**src/rtl/vram_pkg.sv**
```systemverilog
// Shared types and widths for the HPS-to-VRAM write path.
package vram_pkg;

    localparam int VRAM_ADDR_W = 13;
    localparam int VRAM_DATA_W = 64;
    localparam int VRAM_BE_W   = 8;

    typedef struct packed {
        logic [VRAM_ADDR_W-1:0] addr;
        logic [VRAM_DATA_W-1:0] data;
        logic [VRAM_BE_W-1:0]   byteena;
    } vram_wr_t;

    typedef enum logic [1:0] {
        HOLD,
        DRAIN,
        VB_IDLE
    } sched_state_t;

endpackage

```
**src/rtl/vram_wr_fifo.sv**
```systemverilog
// Single-clock FIFO of VRAM write records; push/pop are pre-qualified by the caller.
module vram_wr_fifo
    import vram_pkg::*;
#(
    parameter int DEPTH = 16,
    parameter int CNT_W = $clog2(DEPTH) + 1
) (
    input  logic             clk,
    input  logic             rst,
    input  logic             push,
    input  logic             pop,
    input  vram_wr_t         wr_data,
    output vram_wr_t         rd_data,
    output logic             full,
    output logic             empty,
    output logic [CNT_W-1:0] count
);

    localparam int AW = $clog2(DEPTH);

    logic [AW-1:0]    wr_ptr_q, wr_ptr_d;
    logic [AW-1:0]    rd_ptr_q, rd_ptr_d;
    logic [CNT_W-1:0] count_q, count_d;
    vram_wr_t         mem_q [DEPTH];

    always_comb begin
        wr_ptr_d = push ? wr_ptr_q + AW'(1) : wr_ptr_q;
        rd_ptr_d = pop  ? rd_ptr_q + AW'(1) : rd_ptr_q;
        count_d  = count_q;
        unique case ({push, pop})
            2'b10:   count_d = count_q + CNT_W'(1);
            2'b01:   count_d = count_q - CNT_W'(1);
            default: count_d = count_q;
        endcase
    end

    // NOTE: sequential state uses non-blocking assignments so every flop samples pre-edge values.
    always_ff @(posedge clk or posedge rst) begin
        if (rst) begin
            wr_ptr_q <= '0;
            rd_ptr_q <= '0;
            count_q  <= '0;
        end else begin
            wr_ptr_q <= wr_ptr_d;
            rd_ptr_q <= rd_ptr_d;
            count_q  <= count_d;
        end
    end

    // NOTE: storage is not reset; the pointers and count alone decide which entries are valid.
    always_ff @(posedge clk) begin
        if (push) begin
            mem_q[wr_ptr_q] <= wr_data;
        end
    end

    assign rd_data = mem_q[rd_ptr_q];
    assign full    = (count_q == CNT_W'(DEPTH));
    assign empty   = (count_q == '0);
    assign count   = count_q;

endmodule

```
**src/rtl/vram_write_scheduler.sv**
```systemverilog
// Buffers HPS VRAM writes and releases them only during vertical blank,
// with a registered VRAM write port and sticky overflow/late flags.
module vram_write_scheduler
    import vram_pkg::*;
#(
    parameter int DEPTH = 16,
    parameter int CNT_W = $clog2(DEPTH) + 1
) (
    input  logic                   clk,
    input  logic                   rst,
    input  logic                   h2f_wren,
    input  logic [VRAM_ADDR_W-1:0] h2f_wraddr,
    input  logic [VRAM_DATA_W-1:0] h2f_wrdata,
    input  logic [VRAM_BE_W-1:0]   h2f_byteena,
    input  logic                   vblank,
    input  logic                   err_clr,
    output logic                   vram_wren,
    output logic [VRAM_ADDR_W-1:0] vram_wraddr,
    output logic [VRAM_DATA_W-1:0] vram_wrdata,
    output logic [VRAM_BE_W-1:0]   vram_byteena,
    output logic [CNT_W-1:0]       pending,
    output logic                   overflow,
    output logic                   late,
    output logic                   drain_done
);

    sched_state_t     state_q, state_d;
    vram_wr_t         wr_q, wr_d;
    logic             wren_q, wren_d;
    logic             overflow_q, overflow_d;
    logic             late_q, late_d;
    logic             drain_done_q, drain_done_d;

    logic             fifo_full, fifo_empty;
    logic [CNT_W-1:0] fifo_count;
    vram_wr_t         fifo_rd, fifo_wr;
    logic             pop_en, push_en, drop, drained;

    assign fifo_wr = '{addr: h2f_wraddr, data: h2f_wrdata, byteena: h2f_byteena};

    // A full FIFO still accepts a push when the same cycle pops.
    assign pop_en  = (state_q == DRAIN) && !fifo_empty;
    assign push_en = h2f_wren && (!fifo_full || pop_en);
    assign drop    = h2f_wren && fifo_full && !pop_en;
    assign drained = (fifo_empty || (pop_en && fifo_count == CNT_W'(1))) && !push_en;

    vram_wr_fifo #(
        .DEPTH (DEPTH),
        .CNT_W (CNT_W)
    ) u_fifo (
        .clk     (clk),
        .rst     (rst),
        .push    (push_en),
        .pop     (pop_en),
        .wr_data (fifo_wr),
        .rd_data (fifo_rd),
        .full    (fifo_full),
        .empty   (fifo_empty),
        .count   (fifo_count)
    );

    // NOTE: every variable gets a default first so no path leaves it unassigned (no latches).
    always_comb begin
        state_d      = state_q;
        drain_done_d = 1'b0;
        late_d       = late_q && !err_clr;
        overflow_d   = (overflow_q && !err_clr) || drop;
        wren_d       = pop_en;
        wr_d         = pop_en ? fifo_rd : wr_q;

        unique case (state_q)
            HOLD: begin
                if (vblank) begin
                    state_d = fifo_empty ? VB_IDLE : DRAIN;
                end
            end
            DRAIN: begin
                if (!vblank) begin
                    state_d = HOLD;
                    if (!fifo_empty) begin
                        late_d = 1'b1;
                    end
                end else if (drained) begin
                    state_d      = VB_IDLE;
                    drain_done_d = 1'b1;
                end
            end
            VB_IDLE: begin
                if (!vblank) begin
                    state_d = HOLD;
                end else if (h2f_wren || !fifo_empty) begin
                    state_d = DRAIN;
                end
            end
            default: state_d = HOLD;
        endcase
    end

    always_ff @(posedge clk or posedge rst) begin
        if (rst) begin
            state_q      <= HOLD;
            wr_q         <= '0;
            wren_q       <= 1'b0;
            overflow_q   <= 1'b0;
            late_q       <= 1'b0;
            drain_done_q <= 1'b0;
        end else begin
            state_q      <= state_d;
            wr_q         <= wr_d;
            wren_q       <= wren_d;
            overflow_q   <= overflow_d;
            late_q       <= late_d;
            drain_done_q <= drain_done_d;
        end
    end

    assign vram_wren    = wren_q;
    assign vram_wraddr  = wr_q.addr;
    assign vram_wrdata  = wr_q.data;
    assign vram_byteena = wr_q.byteena;
    assign pending      = fifo_count;
    assign overflow     = overflow_q;
    assign late         = late_q;
    assign drain_done   = drain_done_q;

endmodule

```
**config.mk**
```make
export PLATFORM = sky130hd
export DESIGN_NAME = vram_write_scheduler
export DESIGN_NICKNAME = d
export VERILOG_FILES = /design/src/rtl/vram_pkg.sv /design/src/rtl/vram_wr_fifo.sv /design/src/rtl/vram_write_scheduler.sv
export SDC_FILE = /design/constraint.sdc
export NUM_CORES = 1
export LEC_CHECK = 0
export ABC_AREA = 1
export BUFFER_PORTS_ARGS = -buffer_cell sky130_fd_sc_hd__buf_2
export CORE_ASPECT_RATIO = 1.75
export CORE_MARGIN = 1.5
export CORE_UTILIZATION = 55
export DETAILED_ROUTE_END_ITERATION = 8
export HOLD_SLACK_MARGIN = 0.05
export PLACE_DENSITY = 0.72
export SYNTH_ARGS = -nofsm -noshare
export SYNTH_HDL_FRONTEND = slang
export SYNTH_SLANG_ARGS = --single-unit
```
**constraint.sdc**
```tcl
create_clock -name clk -period 10.4 [get_ports clk]
set_input_delay 2.08 -clock clk [delete_from_list [all_inputs] [get_ports clk]]
set_output_delay 2.08 -clock clk [all_outputs]
set_load 0.02 [all_outputs]
```
==> flow_metrics.py, run 1 <==
metrics = {
    "synth": {
        "synth_nets": 5026,
        "syn_inst": 4926,
        "synthArstFlopShare": 0.07104,
        "ys_warn_count": 0,
        "ys_seq_elements": 1464,
        "synth_cell_types": 24,
        "synth_ff_type": "edfxtp_1",
        "synth_edf_count": 1360,
        "syn_area_per_cell_um2": 11.83,
        "syn_area_mm2": 0.05828,
        "yosysSeqAreaShare": 0.7454,
    },
    "die": {
        "core_region_area_mm2": 0.1049,
        "die_h_um": 433.6,
        "die_x_um": 249.1,
        "rows": 157,
        "io_pins": 184,
        "dieArea_mm2": 0.1080,
        "start_util": 0.5556,
    },
    "finish": {
        "layout_common_cells": "nand2_1 (2061), edfxtp_1 (1360), nand3_1 (976)",
        "syn_to_final_growth_pct": 9.840,
        "drive_above_1_share": 0.08986,
        "utilization": 0.6102,
        "nets": 5100,
        "final_common_cell": "nand2_1",
        "final_area_mm2": 0.06401,
    },
    "worst_hold_path": {
        "min_to": "vram_wrdata[40]",
        "hold_start": "vram_wrdata[40]",
        "whs_path_depth": 2,
        "hp-class": "reg -> reg",
    },
    "power_and_ir_drop": {
        "power_density_mw_per_mm2": 287.0,
        "vdd_drop_max_v": 0.0002879,
        "power.leakage_nw": 24.18,
    },
    "timing": {
        "rsz0062_at_grt": "no",
        "setup_tns_ns": 0,
        "final-hold-violation-count": 0,
        "drv_slew": 0,
        "skew_ns": 0.05466,
        "finalSetupViolCount": 0,
        "post-route-min-period_ns": 4.308,
        "period_share": 0.4142,
        "slew_headroom": 0.1439,
        "tightest_slew_ns": 1.284,
        "fmax_mhz": 232.1,
        "layout_setup_ws_ns": 6.092,
    },
    "placement": {
        "placed_cell_area_mm2": 0.06005,
        "hpwlAfterDp_um": 78050,
        "io_buffers": 183,
        "place_ws_ns": 5.363,
        "place_congestion": 0.8085,
    },
    "route": {
        "drc": 0,
        "routed_via_density": 5.897,
        "dr.first_iter.drc_count": 4058,
        "first_pass_iters": 5,
        "routed_wl_um": 150300,
        "vias": 38120,
        "antenna_left": 0,
        "wl_per_cell_um": 23.25,
    },
    "clock_network": {
        "cts_tree": "built",
        "insertion_delay_ns": 0.77,
        "cts-hold-fix-buffers": 0,
        "cts_buffers": 121,
        "htreeDepth": 3,
        "clk_pin_slew_ns": 0.07,
        "clock-sinks": 1464,
        "cts_resized": 0,
        "clockBufferDepth": 3,
        "post_cts_buffers": 0,
        "cts_root_buf": "clkbuf_16",
    },
    "worst_setup_path": {
        "regToRegSetupSlack_ns": 6.09,
        "cp_max_fo": 74,
        "ff2ff_path_depth": 10,
        "crit_type": "reg -> reg",
        "cp-start-kind": "flip-flop",
        "end_kind": "flip-flop",
        "r2r_start": "u_fifo.rd_ptr_q[1]",
        "cp_data_arrival_time_ns": 4.95,
        "required_ns": 11.04,
        "r2r_end": "vram_wrdata[24]",
    },
    "flow_run": {
        "max_cap_violations": 0,
    },
    "grt": {
        "grt_pass1_vias": 37480,
        "antenna_found_initial": 20,
        "grt_usage": 0.2765,
        "grt_max_degree": 237,
        "grt_pass1_wl_um": 224700,
        "grt-ovfl-total": 0,
    },
    "run_status": {
        "status": "finished clean",
    },
}
-- logic make-up after synthesis --
kind of cell,share of synthesized area
buf+inv,0.02765
simple gates,0.2191
compound gates,0.004036
fa+ha+maj,0.002147
xor+xnor,0.001653
flops,0.7454
-- report_power, final --
part	internal, W	switching [W]	leakage [nW]
Clock	0.00244	0.00211	1.94
Sequential	0.00719	0.000458	13.6
Combinational	0.00164	0.00453	8.67
-- through the flow --
stage               total power (W)  cells  hold WS (ns)
finish                      0.01837   6464        0.4738
global route                0.01930   6462        0.4972
CTS                         0.01841   6459        0.4779
detailed placement          0.01390   6228        0.4601
global placement            0.01379   6228        0.4583
floorplan                   0.01196   4926        0.4831
-- worst max path at each step --
stage / to / cells past startpoint / start / slack [ns]
floorplan: u_fifo.mem_q[4][0] / 3 / h2f_wren / 1.59
global placement: u_fifo.mem_q[7][37] / 5 / h2f_wren / 5.38
detailed placement: u_fifo.mem_q[11][27] / 5 / h2f_wren / 5.36
CTS: vram_wrdata[24] / 10 / u_fifo.rd_ptr_q[1] / 6.16
global route: vram_wrdata[24] / 10 / u_fifo.rd_ptr_q[1] / 5.87
finish: vram_wrdata[24] / 10 / u_fifo.rd_ptr_q[1] / 6.09
-- synthesized netlist by cell type (5+ instances only) --
library cell	n	area, µm²
buf_4	33	247.7
inv_1	25	93.84
buf_1	30	112.6
edfxtp_1	1360	40840
dfrtp_1	104	2603
nor3_1	15	75.07
ha_1	10	125.1
xor2_1	9	78.83
buf_2	188	940.9
nand2_1	2061	7736
clkbuf_1	41	153.9
o21ai_0	8	40.04
a21oi_1	39	195.2
inv_2	5	18.77
nor2_1	11	41.29
nand3_1	976	4885
-- metal layers --
layer  up-vias  global-route usage  wire length, µm
met5         -                   0              100
met1     18790              0.3392            55520
met3       371             0.03450            10620
met2      1769              0.4903            77800
li1      17180                   -                -
met4        16              0.1265             6257
-- cell type report --
class / count / area (µm²)
sequential: 1464 / 43460
fill: 7983 / 40890
multi-input combinational: 3135 / 13320
clock buffer: 154 / 3293
tap: 1351 / 1690
timing repair buffer: 246 / 1426
clock inverter: 77 / 651.9
inverter: 32 / 161.4
antenna: 5 / 12.51
-- flip-flops by register name, indices dropped and copies added (netlist names) --
register,count
drain_done,1
late,1
overflow,1
state_q,2
u_fifo.count,5
u_fifo.mem_q,1360
u_fifo.rd_ptr_q,4
u_fifo.wr_ptr_q,4
vram_byteena,8
vram_wraddr,13
vram_wrdata,64
vram_wren,1
-- worst max-delay path, cell delays in order (launching register included) --
cell,delay [ns]
dfrtp_4,0.94
buf_4,0.88
buf_4,0.66
buf_4,0.84
nand3_1,0.18
nand3_1,0.12
nand2_1,0.12
nand2_1,0.09
nand2_1,0.06
nand2_1,0.05
nand2_1,0.06
(Power assumes the default switching activity.)
==> run 2, diff against run 1 <==
--- a/config.mk
+++ b/config.mk
@@ -5,7 +5,7 @@
 export SDC_FILE = /design/constraint.sdc
 export NUM_CORES = 1
 export LEC_CHECK = 0
-export ABC_AREA = 1
+export ABC_AREA = 0
 export BUFFER_PORTS_ARGS = -buffer_cell sky130_fd_sc_hd__buf_2
 export CORE_ASPECT_RATIO = 1.75
 export CORE_MARGIN = 1.5
==> constraint.sdc (replaced) <==
create_clock -name clk -period 4.1 [get_ports clk]
set_input_delay 0.82 -clock clk [delete_from_list [all_inputs] [get_ports clk]]
set_output_delay 0.82 -clock clk [all_outputs]
set_load 0.02 [all_outputs]
==> run 2 against run 1 <==
Net effect: die area down 5.3%; routed wire length down 18%; critical path type unchanged; maximum frequency up 36%; largest power group unchanged; first-iteration DRC count down 29%; highest routed layer unchanged; worst setup slack worse by 5.2 ns; final cell count down 37%; combinational power up 98%.
==> flow_metrics.py, run 2 <==
metrics = {
    "synth": {
        "synthAdderAreaFrac": 0.002269,
        "synth_ff_type": "edfxtp_1",
        "syn_area_mm2": 0.05515,
        "yosys.area.top_type_share": 0.7406,
        "synth_edf_count": 1360,
        "ys_seq_elements": 1464,
        "synth_compound_area_frac": 0.03347,
        "muxShareOfSynthArea": 0.1580,
        "yosysMostFrequentCell": "edfxtp_1",
        "synth-xor-area-share": 0.001588,
        "ys_warn_count": 0,
        "syn_area_per_cell_um2": 23.08,
        "synth_nets": 2489,
        "yosysSeqAreaShare": 0.7877,
        "syn_inst": 2389,
        "synthArstFlopShare": 0.07104,
        "synth_area_leaders": "edfxtp_1 (74%), mux4_2 (14%), dfrtp_1 (4.7%)",
        "synth_cell_types": 38,
        "netlist_top_cells_count": "edfxtp_1 (1360), mux4_2 (340), dfrtp_1 (104), mux2i_1 (103), clkbuf_1 (82)",
        "synth_top_cell_by_area": "edfxtp_1",
        "synth_top_family_by_area": "multiplexers",
        "yosys.area_share.simple": 0.004742,
    },
    "route": {
        "routed_via_density": 6.421,
        "vias": 26000,
        "wl_per_cell_um": 30.56,
        "first_pass_iters": 7,
        "dr.first_iter.drc_count": 2889,
        "routed_wl_um": 123700,
        "antenna_left": 0,
        "drc": 0,
    },
    "grt": {
        "antenna_found_initial": 14,
        "use_met3": 0.04051,
        "grt-ovfl-total": 0,
        "grt_max_degree": 86,
        "grt.busiest_layer": "met2",
        "grt_pass1_vias": 27630,
        "grt_pass1_wl_um": 184000,
        "grt_use_met1": 0.3264,
        "grt_use_met2": 0.4259,
        "grt_usage": 0.2471,
    },
    "clock_network": {
        "htreeDepth": 3,
        "cts_root_buf": "clkbuf_16",
        "cts_tree": "built",
        "cts_buffers": 117,
        "clock-sinks": 1464,
        "clk_pin_slew_ns": 0.07,
        "clockBufferDepth": 3,
        "post_cts_buffers": 0,
        "cts-hold-fix-buffers": 0,
        "insertion_delay_ns": 0.74,
        "cts_resized": 0,
    },
    "power_and_ir_drop": {
        "vdd_drop_max_v": 0.0005146,
        "p_total_w": 0.04294,
        "power.leakage_nw": 20.01,
        "power_density_mw_per_mm2": 690.2,
    },
    "finish": {
        "syn_to_final_growth_pct": 12.81,
        "nets": 2723,
        "drive_above_1_share": 0.3035,
        "largest_register_ffs": 1360,
        "largest_register": "u_fifo.mem_q",
        "final_area_mm2": 0.06221,
        "fill_cells": 6508,
        "final_common_cell": "edfxtp_1",
        "layout_common_cells": "edfxtp_1 (1360), mux4_2 (340), buf_2 (183)",
    },
    "timing": {
        "period_share": 0.7740,
        "drv_slew": 0,
        "slew_headroom": 0.3311,
        "finalSetupViolCount": 0,
        "rsz0062_at_grt": "no",
        "setup_tns_ns": 0,
        "fmax_mhz": 315.1,
        "skew_ns": 0.03358,
        "tightest_slew_ns": 0.9989,
        "post-route-min-period_ns": 3.174,
        "final-hold-violation-count": 0,
    },
    "die": {
        "die_h_um": 421.9,
        "dieArea_mm2": 0.1023,
        "io_pins": 184,
        "die_x_um": 242.4,
        "core_region_area_mm2": 0.09935,
        "rows": 153,
        "start_util": 0.5551,
    },
    "worst_setup_path": {
        "path_buf_inv": 2,
        "crit_type": "reg -> reg",
        "crit_path_top_delay_cell": "and3_4",
        "crit_chain": "inv_1, ha_1, or4b_4, and3_4, buf_4, a221oi_1",
        "end_kind": "flip-flop",
        "path_delay_family": "simple AND/OR/NAND/NOR gates",
        "cp_data_arrival_time_ns": 3.73,
        "cp_max_fo": 42,
        "required_ns": 4.66,
        "slowest_delay_ns": 0.86,
        "cp-start-kind": "flip-flop",
    },
    "placement": {
        "place_congestion": 0.7571,
        "placed_cell_area_mm2": 0.05828,
        "io_buffers": 183,
        "hpwlAfterDp_um": 66390,
    },
    "flow_run": {
        "max_cap_violations": 0,
    },
    "run_status": {
        "status": "finished clean",
    },
    "worst_hold_path": {
        "hp-class": "in -> async",
    },
}
[run 2: worst paths after layout]
check	from	to	slack (ns)	cells after the start
max reg2reg	u_fifo.count[0]	vram_wrdata[12]	0.93	6
min in group clk	err_clr	overflow	0.32	2
min reg2reg	vram_wraddr[9]	vram_wraddr[9]	0.52	2
max in group asynchronous	rst	vram_wrdata[18]	3.02	3
min	rst	vram_wrdata[26]	0.24	2
max	u_fifo.count[0]	vram_wrdata[12]	0.93	6
[run 2: cells by family (layout without fill, tap and decap cells)]
family	count (synthesis)	in the layout
adder cells (fa/ha/maj)	10	10
XOR/XNOR	10	10
AND/OR/NAND/NOR	47	47
other	0	7
buffers and inverters	155	491
AO/OA/AOI/OAI	258	258
multiplexers	445	445
flip-flops	1464	1464
[run 2: final cells by class]
| type | count | area, µm² | share of cell area |
|---|---|---|---|
| flip-flops and latches | 1464 | 43450 | 0.6985 |
| multi-input cells | 770 | 11200 | 0.1800 |
| clock buffers | 155 | 3212 | 0.05163 |
| repair buffers | 262 | 1947 | 0.03130 |
| well taps | 1317 | 1648 | 0.02649 |
| clock inverters | 66 | 696.9 | 0.01120 |
| inverters | 8 | 35.03 | 0.0005632 |
| diodes | 7 | 17.52 | 0.0002816 |
[run 2: per-stage QoR]
step                        util  hold slack [ns]  setup WS [ns]  cells
after global placement    0.5866           0.4977          1.121   3821
final                     0.6261           0.2405         0.9264   4049
after global routing      0.6260           0.2720         0.7925   4044
after detailed placement  0.5866           0.5067         0.9959   3821
after CTS                 0.6260           0.2321         0.9731   4042
after floorplan                -           0.4750         -1.358   2389
[run 2: power breakdown]
| group | internal (W) | switching, W | total (W) |
|---|---|---|---|
| clock network | 0.00628 | 0.00510 | 0.0114 |
| logic | 0.00539 | 0.00678 | 0.0122 |
| registers | 0.0182 | 0.00114 | 0.0194 |
| total | 0.0299 | 0.0130 | 0.0429 |
[run 2: layer usage]
metal	part of all wire	up-vias	wire length [µm]
met3	0.072	206	8966
met1	0.38	13910	46900
met2	0.52	1173	64940
li1	-	10700	-
met5	0.00060	-	74
met4	0.023	12	2856
